### config.mk
export PLATFORM = sky130hd
export DESIGN_NAME = ccs_gen
export DESIGN_NICKNAME = d
export VERILOG_FILES = /design/src/rtl/ccs_gen.sv
export SDC_FILE = /design/constraint.sdc
export NUM_CORES = 1
export LEC_CHECK = 0
export CAP_MARGIN = 20
export CORE_MARGIN = 2
export CORE_UTILIZATION = 45
export CTS_BUF_LIST = sky130_fd_sc_hd__clkbuf_8
export DETAILED_ROUTE_END_ITERATION = 10
export MAX_ROUTING_LAYER = met4
export PLACE_DENSITY_LB_ADDON = 0.08
export SYNTH_ARGS = -nofsm -noshare
export SYNTH_HDL_FRONTEND = slang
export SYNTH_SLANG_ARGS = --single-unit
### constraint.sdc
create_clock -name clk -period 4.2 [get_ports clk]
set_clock_uncertainty 0.1 [all_clocks]
set_input_delay 0.63 -clock clk [delete_from_list [all_inputs] [get_ports clk]]
set_output_delay 0.63 -clock clk [all_outputs]
set_load 0.02 [all_outputs]
### src/rtl/ccs_gen.sv
// Round-robin, credit-gated arbiter driving one crossbar output select for FLITS-cycle packets.
// Latency: grant appears on xbar_cfg_vector/arb_ack the cycle after a start edge; packets chain back-to-back.
// Backpressure: no start while crd_count==0; a returned credit re-enables arbitration on the next edge.
module ccs_gen #(
  parameter int PORTS   = 5,
  parameter int CREDITS = 4,
  parameter int FLITS   = 4
) (
  input  logic                               clk,
  input  logic                               reset_n,
  input  logic                               credit_in,
  input  logic [PORTS-1:0]                   port_rqs,
  output logic [PORTS-1:0]                   arb_ack,
  output logic [PORTS-1:0]                   xbar_cfg_vector,
  output logic [$clog2(CREDITS+1)-1:0]       crd_count,
  output logic                               busy,
  output logic                               crd_err
);

  localparam int CW   = $clog2(CREDITS + 1);
  localparam int CNTW = $clog2(FLITS);

  typedef enum logic [1:0] {IDLE, NEW, PULL} state_t;

  state_t            state, state_nxt;
  logic [CNTW-1:0]   cnt, cnt_nxt;
  logic [PORTS-1:0]  ptr, ptr_nxt;
  logic [PORTS-1:0]  xbar, xbar_nxt;
  logic [PORTS-1:0]  grant;
  logic [CW-1:0]     crd, crd_nxt;
  logic              err, err_nxt;
  logic              start;
  logic              found;
  int                p_idx;
  int                idx;

  // Round-robin pick: scan upward from the pointer position, wrapping, first requester wins.
  always_comb begin
    grant = '0;
    found = 1'b0;
    p_idx = 0;
    idx   = 0;
    for (int i = 0; i < PORTS; i++) begin
      if (ptr[i]) p_idx = i;
    end
    for (int k = 0; k < PORTS; k++) begin
      idx = p_idx + k;
      if (idx >= PORTS) idx = idx - PORTS;
      if (!found && port_rqs[idx]) begin
        grant[idx] = 1'b1;
        found      = 1'b1;
      end
    end
  end

  // Arbitration is allowed only between packets and only with a credit in hand.
  assign start = ((state == IDLE) || ((state == PULL) && (cnt == '0))) &&
                 (|port_rqs) && (crd != '0);

  // Next-state, packet timing and acknowledge generation.
  always_comb begin
    state_nxt = state;
    cnt_nxt   = cnt;
    xbar_nxt  = xbar;
    ptr_nxt   = ptr;
    arb_ack   = '0;
    case (state)
      IDLE: begin
        if (start) begin
          state_nxt = NEW;
          xbar_nxt  = grant;
          cnt_nxt   = CNTW'(FLITS - 1);
        end
      end
      NEW: begin
        arb_ack   = xbar;
        ptr_nxt   = {xbar[PORTS-2:0], xbar[PORTS-1]};
        cnt_nxt   = cnt - CNTW'(1);
        state_nxt = PULL;
      end
      PULL: begin
        if (cnt != '0) begin
          cnt_nxt = cnt - CNTW'(1);
        end else if (start) begin
          state_nxt = NEW;
          xbar_nxt  = grant;
          cnt_nxt   = CNTW'(FLITS - 1);
        end else begin
          state_nxt = IDLE;
          xbar_nxt  = '0;
        end
      end
      default: begin
        state_nxt = IDLE;
        xbar_nxt  = '0;
      end
    endcase
  end

  // Credit bookkeeping: a start and a returned credit in the same cycle cancel out.
  always_comb begin
    crd_nxt = crd;
    err_nxt = err;
    if (start && !credit_in) begin
      crd_nxt = crd - CW'(1);
    end else if (!start && credit_in) begin
      if (crd == CW'(CREDITS)) err_nxt = 1'b1;
      else                     crd_nxt = crd + CW'(1);
    end
  end

  // State and datapath registers; reset aborts any packet in flight.
  always_ff @(posedge clk or negedge reset_n) begin
    if (!reset_n) begin
      state <= IDLE;
      cnt   <= '0;
      ptr   <= PORTS'(1);
      xbar  <= '0;
      crd   <= CW'(CREDITS);
      err   <= 1'b0;
    end else begin
      state <= state_nxt;
      cnt   <= cnt_nxt;
      ptr   <= ptr_nxt;
      xbar  <= xbar_nxt;
      crd   <= crd_nxt;
      err   <= err_nxt;
    end
  end

  assign xbar_cfg_vector = xbar;
  assign crd_count       = crd;
  assign busy            = (state != IDLE);
  assign crd_err         = err;

endmodule

==> results_dict.tcl <==
set metrics [dict create \
    cp.arrival_ns 3.66 \
    setup_viol 0 \
    crit_path_start_kind "flip-flop" \
    rsz0062_at_grt "false" \
    ys_seq_area_share_pct 20.3 \
    hold_buffers 0 \
    cp_slowest_cell "a2111oi_0" \
    groute.usage.overall_pct 23.3 \
    area_growth_pct 13.1 \
    cts_resized 0 \
    drt_iter0_markers 151 \
    slew_headroom_pct 46.2 \
    cts.path.max_buffers 2 \
    place.gp.congestion 0.981 \
    r2r_slack_ns 0.58 \
    worst-slew-pin-transition_ns 0.805 \
    hp-class "flip-flop to flip-flop" \
    endpoint_kind "flip-flop" \
    core-area_mm2 0.00444 \
    top_layer_used "met4" \
    avgSynthCellArea_um2 7.86 \
    clockRootBuffer "clkbuf_8" \
    ios 23 \
    report.final.slew_viol_count 0 \
    grt-ovfl-total 0 \
    fmax_mhz 277 \
    drv_cap 0 \
    clock_sinks 17 \
    die-area_mm2 0.00524 \
    synthesis.nets 294 \
    die_w_um 72.4 \
    vias_per_cell 6.13 \
    cts-buffers-inserted 3 \
    cts_tree "done" \
    worstPathMaxFanout 11 \
    synth_cell_types 71 \
    grt_max_degree 22 \
    antenna_found_initial 0 \
    critical_path_class "flip-flop to flip-flop" \
    min_period_ns 3.62 \
    syn_inst 268 \
    worstPathRequired_ns 4.25 \
    start_util_pct 47.4 \
    cpPeakStageDelay_ns 0.54 \
    clk_pin_slew_ns 0.07 \
    num-fill-cells 443 \
    diodes 0 \
    wl_per_cell_um 17.0 \
    io_buffers 22 \
    drive_gt1_share_pct 10.8 \
    outcome "completed" \
    die_y_um 72.4 \
    yosys_warnings 0 \
    cp_cell_sequence "nand2b_1 > a21oi_2 > inv_1 > ha_1 > inv_1 > ha_1 > or2_4 > nand2_1 > a2111oi_0 > or3_1 > and2_1 > nand4_1 > a311oi_1" \
    synth_flop_cell "dfrtp_1" \
    route.met3.wl_um 509 \
    rows 24 \
    grt_pass1_wl_um 9480 \
    drc 0 \
    cts_setup_buffers 0 \
    hold_violations 0 \
    fin_crit_sh_pct 86.1 \
    wl_um 5760 \
    synthArstFlopShare_pct 100 \
    clock_latency_ns 0.25 \
    h-tree-depth 1 \
    wl_met1_um 2660 \
    dr.pass1.iters 5 \
    met2_length_um 2480 \
    hpwl_um 4500 \
    fin_nets 313 \
    grt_pass1_vias 1926 \
    synth_edf_count 0 \
    vias 2073 \
    ant_nets 0 \
    synth_seq_cells 17 \
    synth_area_mm2 0.00211 \
    fin_setup_tns_ns 0 \
]
-- cell families (layout without fill, tap and decap cells) --
| group | after synthesis | count (layout) | synth area share [%] |
|---|---|---|---|
| buffers and inverters | 36 | 54 | 8.61 |
| AND/OR/NAND/NOR | 116 | 116 | 28.8 |
| flip-flops | 17 | 17 | 20.3 |
| AO/OA/AOI/OAI | 73 | 73 | 27.6 |
| XOR/XNOR | 1 | 1 | 0.416 |
| adder cells (fa/ha/maj) | 18 | 18 | 11.1 |
| other | 1 | 1 | 0.178 |
| multiplexers | 6 | 6 | 3.03 |
-- layer usage --
layer  up-vias  track usage [%]
li1       1016                -
met5         -                -
met3        10             5.42
met2       100             34.3
met4         0             5.97
met1       947             32.4
-- metrics by stage --
step / cell area [um^2] / worst slack (ns) / std cells / util [%] / hold slack [ns]
3_5_place_dp: 2340 / 0.627 / 334 / 52.6 / 0.358
3_3_place_gp: 2340 / 0.662 / 334 / 52.6 / 0.355
2_1_floorplan: 2110 / 0.927 / 268 / - / 0.234
6_report: 2380 / 0.584 / 338 / 53.6 / 0.369
4_1_cts: 2380 / 0.607 / 338 / 53.6 / 0.373
5_1_grt: 2380 / 0.273 / 338 / 53.6 / 0.401
-- cell usage in the layout (no fill, tap or decap), drive strengths merged, types with 3 or more instances in the layout --
cell type	count
a221oi	6
mux2	3
a311oi	3
nand4	7
and3	4
inv	22
nor2	28
o21ai	11
clkdlybuf4s50	22
clkbuf	3
buf	6
a21oi	11
nor2b	7
nand2b	7
o31ai	4
a21o	3
ha	17
and2	9
or2	4
a211oi	5
dfrtp	16
or3	4
mux2i	3
o221ai	3
nand3	7
nand2	22
nor4	4
nor3	9
-- synth_stat cells, types with 7 or more instances --
| cell type | n | share of area, % |
|---|---|---|
| nor3_1 | 7 | 1.7 |
| nand3_1 | 7 | 1.7 |
| nor2b_1 | 7 | 2.1 |
| ha_1 | 17 | 10 |
| nand2b_1 | 7 | 2.1 |
| nand4_1 | 7 | 2.1 |
| inv_1 | 18 | 3.2 |
| nor2_1 | 28 | 5.0 |
| nand2_1 | 21 | 3.7 |
| a21oi_1 | 10 | 2.4 |
| and2_1 | 9 | 2.7 |
| dfrtp_1 | 16 | 19 |
| o21ai_0 | 9 | 2.1 |
-- area by class of cell --
class | instances | area [um^2] | share of cell area (%)
multi-input cells | 215 | 1500 | 62.9
repair buffers | 28 | 265 | 11.1
clock inverters | 1 | 3.75 | 0.158
inverters | 22 | 82.6 | 3.47
clock buffers | 3 | 41.3 | 1.73
flip-flops and latches | 17 | 427 | 17.9
well taps | 52 | 65.1 | 2.73
-- registers in the layout (all words and copies together) (netlist names) --
register	flops
state	2
cnt	2
xbar_cfg_vector	5
ptr	4
crd_err	1
crd_count	3
-- final timing paths --
check	from	to	cells past startpoint
max in group asynchronous	reset_n	crd_count[0]	1
setup reg to reg	ptr[2]	xbar_cfg_vector[1]	13
hold reg to reg	crd_err	crd_err	1
min in group asynchronous	reset_n	cnt[0]	1
setup / recovery	ptr[2]	xbar_cfg_vector[1]	13
hold / removal	crd_err	crd_err	1
-- critical path, delay by kind of cell, from the launching register on --
kind / cells / cell delay [ns]
AO/OA/AOI/OAI: 3 / 1.14
AND/OR/NAND/NOR: 6 / 1.14
flip-flops: 1 / 0.37
buffers and inverters: 2 / 0.17
adder cells (fa/ha/maj): 2 / 0.61
Power is left out: the tool's default activity adds up to more than one toggle a clock period on the data nets, which glitch-free logic cannot reach.
